===== config.mk =====
export PLATFORM = sky130hd
export DESIGN_NAME = sb_credit_loop_ctrl
export DESIGN_NICKNAME = d
export VERILOG_FILES = /design/src/rtl/sb_credit_loop_ctrl.sv
export SDC_FILE = /design/constraint.sdc
export NUM_CORES = 1
export LEC_CHECK = 0
export BUFFER_PORTS_ARGS = -buffer_cell sky130_fd_sc_hd__buf_4
export CORE_ASPECT_RATIO = 2
export CORE_UTILIZATION = 40
export CTS_BUF_LIST = sky130_fd_sc_hd__clkbuf_8
export DETAILED_ROUTE_END_ITERATION = 10
export PLACE_DENSITY_LB_ADDON = 0.12
export SYNTH_ARGS = -nofsm -noshare
export SYNTH_HDL_FRONTEND = slang
export SYNTH_SLANG_ARGS = --single-unit

===== constraint.sdc =====
create_clock -name i_clk -period 3.5 [get_ports i_clk]
set_input_delay 0.175 -clock i_clk [delete_from_list [all_inputs] [get_ports i_clk]]
set_output_delay 0.175 -clock i_clk [all_outputs]
set_load 0.005 [all_outputs]

===== src/rtl/sb_credit_loop_ctrl.sv =====
// sb_credit_loop_ctrl
//   Sideband RDI credit-loop controller. Tracks the credits the PHY may use
//   to send config messages to the adapter, and returns adapter-to-PHY
//   credits through a pending queue with optional coalescing and timeout.
//
// Ports
//   i_clk, i_rst_n             clock, asynchronous active-low reset
//   i_tx_fifo_read_en          TX FIFO pop (one pulse per message)
//   i_srcid                    srcid of the popped message
//   i_fifo_data_is_zeros       popped word is empty
//   i_lp_cfg_crd               adapter returns one credit per high cycle
//   i_pl_inband_pres           link present (low = link down, flush)
//   i_rising_edge_pl_cfg_vld   PHY sent one message to the adapter
//   o_pl_cfg_crd               credit return to the adapter, one per high cycle
//   o_adapter_is_full          PHY must not send to the adapter
//   o_tx_credits               credits currently available to the PHY
//   o_crd_pend                 credits owed to the adapter, not yet returned
//   o_crd_err                  sticky over/underflow flag
//
// Handshake: these are pulse interfaces, not valid/ready. Every cycle an
// input pulse is high counts as exactly one message/credit; nothing is ever
// back-pressured, so overflow is flagged on o_crd_err instead of stalled.
module sb_credit_loop_ctrl #(
  parameter int         ADP_CRD      = 32,
  parameter int         PHY_CRD      = 32,
  parameter logic [1:0] ADP_SRCID    = 2'b01,
  parameter int         COAL_THR     = 1,
  parameter int         COAL_TIMEOUT = 0,
  localparam int        CW           = $clog2(ADP_CRD + 1),
  localparam int        PW           = $clog2(PHY_CRD + 1)
) (
  input  logic          i_clk,
  input  logic          i_rst_n,
  input  logic          i_tx_fifo_read_en,
  input  logic [1:0]    i_srcid,
  input  logic          i_fifo_data_is_zeros,
  input  logic          i_lp_cfg_crd,
  input  logic          i_pl_inband_pres,
  input  logic          i_rising_edge_pl_cfg_vld,
  output logic          o_pl_cfg_crd,
  output logic          o_adapter_is_full,
  output logic [CW-1:0] o_tx_credits,
  output logic [PW-1:0] o_crd_pend,
  output logic          o_crd_err
);

  localparam int            TW      = (COAL_TIMEOUT > 1) ? $clog2(COAL_TIMEOUT + 1) : 1;
  localparam int            TO_LAST = (COAL_TIMEOUT > 0) ? COAL_TIMEOUT - 1 : 0;
  localparam logic          TO_EN   = (COAL_TIMEOUT != 0);
  localparam logic [CW-1:0] ADP_MAX = CW'(ADP_CRD);
  localparam logic [PW-1:0] PHY_MAX = PW'(PHY_CRD);
  localparam logic [PW-1:0] THR_P   = PW'(COAL_THR);
  localparam logic [TW-1:0] TO_LAST_V = TW'(TO_LAST);

  typedef enum logic [0:0] {ST_IDLE, ST_RETURN} state_t;

  state_t        state;
  logic          pres_q;
  logic          pres_qq;
  logic [TW-1:0] timer;

  logic          link_up;
  logic          cons;
  logic          ret;
  logic          tx_under;
  logic          tx_over;
  logic          rd_event;
  logic          fire;
  logic          issue;
  logic          pend_sat;
  logic [PW-1:0] pend_next;

  // Link up is taken from the registered copy so the credit load lands one
  // edge after the edge that first samples the link present.
  assign link_up  = pres_q & ~pres_qq;

  assign cons     = i_rising_edge_pl_cfg_vld;
  assign ret      = i_lp_cfg_crd;
  assign tx_under = cons & ~ret & (o_tx_credits == '0);
  assign tx_over  = ret & ~cons & (o_tx_credits == ADP_MAX);

  assign rd_event = i_tx_fifo_read_en & (i_srcid == ADP_SRCID) &
                    ~i_fifo_data_is_zeros & i_pl_inband_pres;

  // Burst start from IDLE: threshold reached, or the idle timer expired.
  // The timer compares against TIMEOUT-1 so the first return lands exactly
  // TIMEOUT cycles after the queue first became nonzero.
  assign fire  = (state == ST_IDLE) &
                 ((o_crd_pend >= THR_P) |
                  (TO_EN & (o_crd_pend != '0) & (timer == TO_LAST_V)));
  assign issue = fire | ((state == ST_RETURN) & (o_crd_pend != '0));

  assign pend_sat = rd_event & ~issue & (o_crd_pend == PHY_MAX);

  always_comb begin
    pend_next = o_crd_pend;
    if (rd_event & ~issue & (o_crd_pend != PHY_MAX))
      pend_next = o_crd_pend + 1'b1;
    else if (issue & ~rd_event)
      pend_next = o_crd_pend - 1'b1;
  end

  assign o_adapter_is_full = (o_tx_credits == '0) | ~i_pl_inband_pres;

  always_ff @(posedge i_clk or negedge i_rst_n) begin
    if (!i_rst_n) begin
      state        <= ST_IDLE;
      pres_q       <= 1'b0;
      pres_qq      <= 1'b0;
      timer        <= '0;
      o_pl_cfg_crd <= 1'b0;
      o_tx_credits <= '0;
      o_crd_pend   <= '0;
      o_crd_err    <= 1'b0;
    end else begin
      pres_q  <= i_pl_inband_pres;
      pres_qq <= pres_q;
      if (!i_pl_inband_pres) begin
        // Link down: flush everything except the sticky error.
        state        <= ST_IDLE;
        timer        <= '0;
        o_pl_cfg_crd <= 1'b0;
        o_tx_credits <= '0;
        o_crd_pend   <= '0;
      end else begin
        if (link_up)
          o_tx_credits <= ADP_MAX;
        else if (cons & ~ret & (o_tx_credits != '0))
          o_tx_credits <= o_tx_credits - 1'b1;
        else if (ret & ~cons & (o_tx_credits != ADP_MAX))
          o_tx_credits <= o_tx_credits + 1'b1;

        o_crd_err    <= o_crd_err | (~link_up & (tx_under | tx_over)) | pend_sat;
        o_crd_pend   <= pend_next;
        o_pl_cfg_crd <= issue;

        case (state)
          ST_IDLE: begin
            if (fire) begin
              state <= ST_RETURN;
              timer <= '0;
            end else if (TO_EN & (o_crd_pend != '0) & (o_crd_pend < THR_P)) begin
              timer <= timer + 1'b1;
            end else begin
              timer <= '0;
            end
          end
          ST_RETURN: begin
            // Drain fully, including events that arrive during the burst.
            timer <= '0;
            if (pend_next == '0) state <= ST_IDLE;
          end
          default: begin
            state <= ST_IDLE;
            timer <= '0;
          end
        endcase
      end
    end
  end

endmodule

==> results.yml, run 1 <==
worst_setup_path:
  max_stage_delay_ps: 590
  r2r_start: "o_tx_credits[1]"
  r2r_slack_ps: 850
  reg2regPathDepth: 8
  cp-end-kind: "flop"
  critPathLaunchType: "flop"
  endpoint: "o_tx_credits[5]"
  crit_path_start: "o_tx_credits[1]"
  path_class: "reg -> reg"
  cp_slowest_cell: "or4_4"
  worstPathCellList: "or4_4 > o31ai_4 > inv_2 > ha_1 > o41ai_1 > xor2_1 > a211oi_1 > a21o_1"
  worstPathRequired_ps: 3650
  regToRegEndpoint: "o_tx_credits[5]"
  arrival_ps: 2800
  critPathMaxFanout: 8
timing:
  final.period_utilization: 0.758
  holdWs_ps: 124
  finalHoldViolations: 0
  max_freq_mhz: 377
  fin_tns_setup_ps: 0
  finalClockSkew_ps: 4.99
  fin_crit_ps: 2650
  max_slew_margin: 0.574
  drv_slew: 0
  worstMarginPinSlew_ps: 638
  finalSetupViolCount: 0
  rsz0062_at_grt: "no"
placed_design:
  io_buffers: 23
  routabilityCongestion: 0.712
  dp.final_hpwl_microns: 2110
detailed_routing:
  dr.pass1.iters: 4
  drt_iter0_markers: 23
  via_count: 1006
  avgViaCountPerCell: 5.62
  antenna_left: 0
  drc_errors: 0
  routedWlPerCell_microns: 14.5
  wirelength_microns: 2590
logic_synthesis:
  synth_area_sq_um: 1130
  ys_seq_area_frac: 0.376
  ys_ff_latch: 17
  syn_inst: 125
  syn_nets: 141
  yosysUniqueCellTypes: 40
  ys.warnings.count: 0
  syn_area_per_cell_sq_um: 9.05
clocking:
  cts_made_buffers: 3
  cts_max_level: 1
  tritoncts: "built"
  cts_root_buf: "clkbuf_8"
  clock_latency_ps: 250
  cts_num_sinks: 17
  cts_buffer_depth: 2
  clk_pin_slew_ps: 70
pwr:
  power_density_nw_per_um2: 731
  p_leak_uw: 0.000642
  vdd_drop_max_v: 0.000440
floorplanning:
  dieArea_sq_um: 3060
  die_w_microns: 39.6
  initial_utilization: 0.419
  io_pins: 24
  fp.dieH_microns: 77.2
  core-area_sq_um: 2700
  row_count: 27
grt:
  grt_usage: 0.194
  grt_pass1_wl_microns: 4230
  gr-total-overflow: 0
  antenna_found_initial: 0
  grt_max_degree: 18
  grt_pass1_vias: 1003
flow_run:
  maxCapViolations: 0
final_layout:
  final_common_cell: "buf_4"
  nets: 167
  mostFrequentLayoutCells: "buf_4, dfrtp_1, nand2_1, nor2_1, o21ai_0"
  drive_gt1_frac: 0.227
  diodes: 0
  area_delta_synth_final_pct: 22.1
run_status:
  status: "completed"
hold_path:
  min_path_type: "in -> reg"
## synth_stat cells
library cell | count | area (sq um)
a211oi_1 | 1 | 7.51
a211oi_2 | 1 | 12.5
a21boi_0 | 1 | 7.51
a21o_1 | 2 | 15.0
a21oi_1 | 2 | 10.0
a21oi_2 | 1 | 8.76
a22o_1 | 1 | 8.76
a31oi_1 | 3 | 18.8
and2_1 | 2 | 12.5
and3_1 | 1 | 6.26
buf_4 | 1 | 7.51
clkbuf_1 | 2 | 7.51
dfrtp_1 | 17 | 425
ha_1 | 7 | 87.6
inv_1 | 4 | 15.0
inv_2 | 1 | 3.75
mux2_2 | 1 | 11.3
mux2i_1 | 2 | 20.0
nand2_1 | 15 | 56.3
nand2b_1 | 1 | 6.26
nand3_1 | 4 | 20.0
nand3b_1 | 1 | 7.51
nand4_1 | 1 | 6.26
nand4b_1 | 4 | 35.0
nor2_1 | 15 | 56.3
nor2b_1 | 5 | 31.3
nor3_1 | 2 | 10.0
nor3b_1 | 1 | 7.51
o21ai_0 | 8 | 40.0
o31ai_1 | 1 | 7.51
o31ai_4 | 1 | 21.3
o41ai_1 | 2 | 17.5
or2b_1 | 1 | 7.51
or3_1 | 1 | 6.26
or3b_2 | 1 | 8.76
or4_1 | 1 | 7.51
or4_4 | 1 | 11.3
or4b_1 | 2 | 20.0
xnor2_1 | 6 | 52.6
xor2_1 | 1 | 8.76
## worst max-delay path: cells and delay by family (launching register included)
family                   cells  cell delay, ps
XOR/XNOR                     1             190
AO/OA/AOI/OAI                4            1010
AND/OR/NAND/NOR              1             590
adder cells (fa/ha/maj)      1             220
flip-flops                   1             450
buffers and inverters        1             100
## layout make-up
| class | instances | area [sq um] |
|---|---|---|
| well taps | 29 | 36.3 |
| inverters | 5 | 18.8 |
| repair buffers | 24 | 183 |
| multi-input cells | 100 | 672 |
| clock inverters | 1 | 5.00 |
| flip-flops and latches | 17 | 425 |
| clock buffers | 3 | 41.3 |
| fillers | 281 | 1320 |
## kinds of logic after synthesis
kind of cell	synth area share
AND/OR/NAND/NOR	0.280
XOR/XNOR	0.0542
AO/OA/AOI/OAI	0.155
buffers and inverters	0.0299
flip-flops	0.376
adder cells (fa/ha/maj)	0.0774
multiplexers	0.0277
## state kept, by name, summed over array words and instances (netlist names)
register and count:
pres_q 1, pres_qq 1, o_crd_pend 6, o_tx_credits 6, state 1, o_crd_err 1
o_pl_cfg_crd 1
## metal layers
layer	vias up	routed length, microns	GRT usage
met5	-	0	0
li1	493	-	-
met2	22	1590	0.377
met4	0	38	0.0724
met1	487	895	0.183
met3	4	65	0.0173
## per-stage QoR
stage          instance area (sq um)   util  total power, uW  instances  setup WS (ps)
4_1_cts                         1380  0.511             1020        179            845
6_report                        1380  0.511             1010        179            847
5_1_grt                         1380  0.511             1100        179            706
3_3_place_gp                    1330  0.490              864        174            943
2_1_floorplan                   1130      -              685        125           1070
3_5_place_dp                    1330  0.490              873        174            873
## worst min path at each step
stage | startpoint | to | slack (ps) | cells past startpoint
after global placement | i_rst_n | o_crd_err | 50 | 1
after floorplan | i_rst_n | o_crd_err | -120 | 0
after detailed placement | i_rst_n | o_tx_credits[3] | 50 | 1
final | i_pl_inband_pres | pres_q | 120 | 1
after global routing | i_pl_inband_pres | pres_q | 120 | 1
after CTS | i_pl_inband_pres | pres_q | 120 | 1
## power by group
part / leakage, uW / switching (uW) / internal [uW] / total [uW]
Sequential: 0.000216 / 80.3 / 255 / 335
Combinational: 0.000401 / 261 / 270 / 531
Clock: 0.0000255 / 65.3 / 78.9 / 144
Total: 0.000642 / 407 / 603 / 1010
## what timing repair did
action / 4_1_cts / 5_1_grt
endpoints found under the hold margin: 17 / 0
buffers inserted: 0 / 0
hold buffers: 1 / 0
resized for setup: 0 / 0
Note: power is estimated with default switching activity, not from simulation.
==> run 2: changes to the inputs <==
==> constraint.sdc (replaced) <==
create_clock -name i_clk -period 2.8 [get_ports i_clk]
set_input_delay 0.14 -clock i_clk [delete_from_list [all_inputs] [get_ports i_clk]]
set_output_delay 0.14 -clock i_clk [all_outputs]
set_load 0.005 [all_outputs]
==> run 2 against run 1 <==
Clock power increased by 24%. Register-to-register slack got worse by 620 ps. Clock skew about the same. Global-route usage increased by 0.63 points. Sequential share of layout area decreased by 0.33 points. Final cell count increased by 0.56%. Critical path depth increased by 2. Wire length increased by 2.2%. Largest power group unchanged.
==> results.yml, run 2 (same netlist as run 1, synthesis figures left out) <==
placed_design:
  routabilityCongestion: 0.722
  io_buffers: 23
  dp.final_hpwl_microns: 2140
timing:
  max_slew_margin: 0.706
  finalSetupViolCount: 0
  finalClockSkew_ps: 4.52
  rsz0062_at_grt: "no"
  final.period_utilization: 0.918
  worstMarginPinSlew_ps: 441
  max_freq_mhz: 389
  finalHoldViolations: 0
  fin_crit_ps: 2570
  drv_slew: 0
  fin_tns_setup_ps: 0
grt:
  antenna_found_initial: 0
  grt_pass1_wl_microns: 4350
  grt_max_degree: 18
  gr-total-overflow: 0
  grt_usage: 0.201
  grt_pass1_vias: 1046
pwr:
  power_density_nw_per_um2: 909
  p_leak_uw: 0.000656
  power.share.switching: 0.404
  seqPwrFrac: 0.332
  p_int_uw: 757
  clkPwrFrac: 0.140
  switchingPower_uw: 512
  vdd_drop_max_v: 0.000477
  pwr-share-comb: 0.528
worst_setup_path:
  cp_slowest_cell: "or4_4"
  critPathLaunchType: "flop"
  worstPathRequired_ps: 2990
  cp-end-kind: "flop"
  critPathBufInv: 1
  max_stage_delay_ps: 590
  critPathMaxFanout: 8
  path_delay_family: "simple AND/OR/NAND/NOR gates"
  arrival_ps: 2760
  worstPathCellList: "or4_4 > o31ai_4 > inv_2 > ha_1 > nor3_1 > nor2_1 > o41ai_2 > xor2_1 > a211oi_1 > a21o_1"
  path_class: "reg -> reg"
final_layout:
  diodes: 0
  biggestRegsByFlops: "o_crd_pend x6, o_tx_credits x6"
  area_delta_synth_final_pct: 23.5
  n_fill_cell: 272
  mostFrequentLayoutCells: "buf_4, dfrtp_1, nand2_1, nor2_1, o21ai_0"
  fin_util: 0.517
  nets: 168
  final_common_cell: "buf_4"
  drive_gt1_frac: 0.238
hold_path:
  min_path_type: "in -> reg"
clocking:
  cts_max_level: 1
  tritoncts: "built"
  clock_latency_ps: 250
  cts_root_buf: "clkbuf_8"
  cts_buffer_depth: 2
  cts_made_buffers: 3
  cts_num_sinks: 17
  clk_pin_slew_ps: 60
detailed_routing:
  antenna_left: 0
  via_count: 1011
  drc_errors: 0
  avgViaCountPerCell: 5.62
  routedWlPerCell_microns: 14.7
  wirelength_microns: 2650
  dr.pass1.iters: 4
  drt_iter0_markers: 15
flow_run:
  maxCapViolations: 0
floorplanning:
  initial_utilization: 0.419
  row_count: 27
  die_w_microns: 39.6
  fp.dieH_microns: 77.2
  dieArea_sq_um: 3060
  core-area_sq_um: 2700
  io_pins: 24
run_status:
  status: "completed"
run 2: worst paths after layout:
check	start	to	slack [ps]	cells past startpoint
setup / recovery	o_tx_credits[1]	o_tx_credits[5]	230	10
hold / removal	i_pl_inband_pres	pres_q	80	1
setup reg to reg	o_tx_credits[1]	o_tx_credits[5]	230	10
hold reg to reg	pres_q	pres_qq	380	0
max in group asynchronous	i_rst_n	o_tx_credits[4]	2320	2
min in group asynchronous	i_rst_n	o_tx_credits[3]	290	2
run 2: power by group through the flow:
stage	logic (uW)	registers (uW)	clock network (uW)
2_1_floorplan	452	404	0
3_3_place_gp	662	421	0
3_5_place_dp	672	423	0
4_1_cts	676	420	184
5_1_grt	750	433	190
6_report	670	421	178
run 2: repair_timing:
action,CTS,global route
setup buffers,0,0
hold endpoints to repair,17,0
setup endpoints to repair,0,1
resized for setup,0,1
hold buffers,1,0
run 2: worst register-to-register path, cell delays in order (launching register included):
cell and delay (ps):
dfrtp_1 450, or4_4 590, o31ai_4 280, inv_2 90, ha_1 330, nor3_1 60, nor2_1 120, o41ai_2 90
xor2_1 150, a211oi_1 240, a21o_1 100
run 2: stage by stage:
stage                     instance area [sq um]  hold WS, ps  std cells  power, uW  worst slack [ps]
after global placement                     1330         12.6        175       1080               250
after detailed placement                   1330         17.3        175       1100               209
final                                      1400         79.1        180       1270               229
after CTS                                  1390         87.2        180       1280               207
after floorplan                            1130         -156        125        856               371
after global routing                       1400         86.5        180       1370              75.2
run 2: routing by layer:
layer / GRT usage / part of all wire / vias up
met5: 0 / 0 / -
met2: 0.374 / 0.58 / 25
met1: 0.187 / 0.36 / 485
met4: 0.110 / 0.030 / 0
li1: - / - / 493
met3: 0.0173 / 0.027 / 8
run 2: final cells by class:
class | instances | area, sq um | area share
inverter | 5 | 18.8 | 0.0134
sequential | 17 | 425 | 0.305
multi-input combinational | 100 | 679 | 0.487
clock inverter | 1 | 5.00 | 0.00358
clock buffer | 3 | 41.3 | 0.0296
tap | 29 | 36.3 | 0.0260
timing repair buffer | 25 | 190 | 0.136
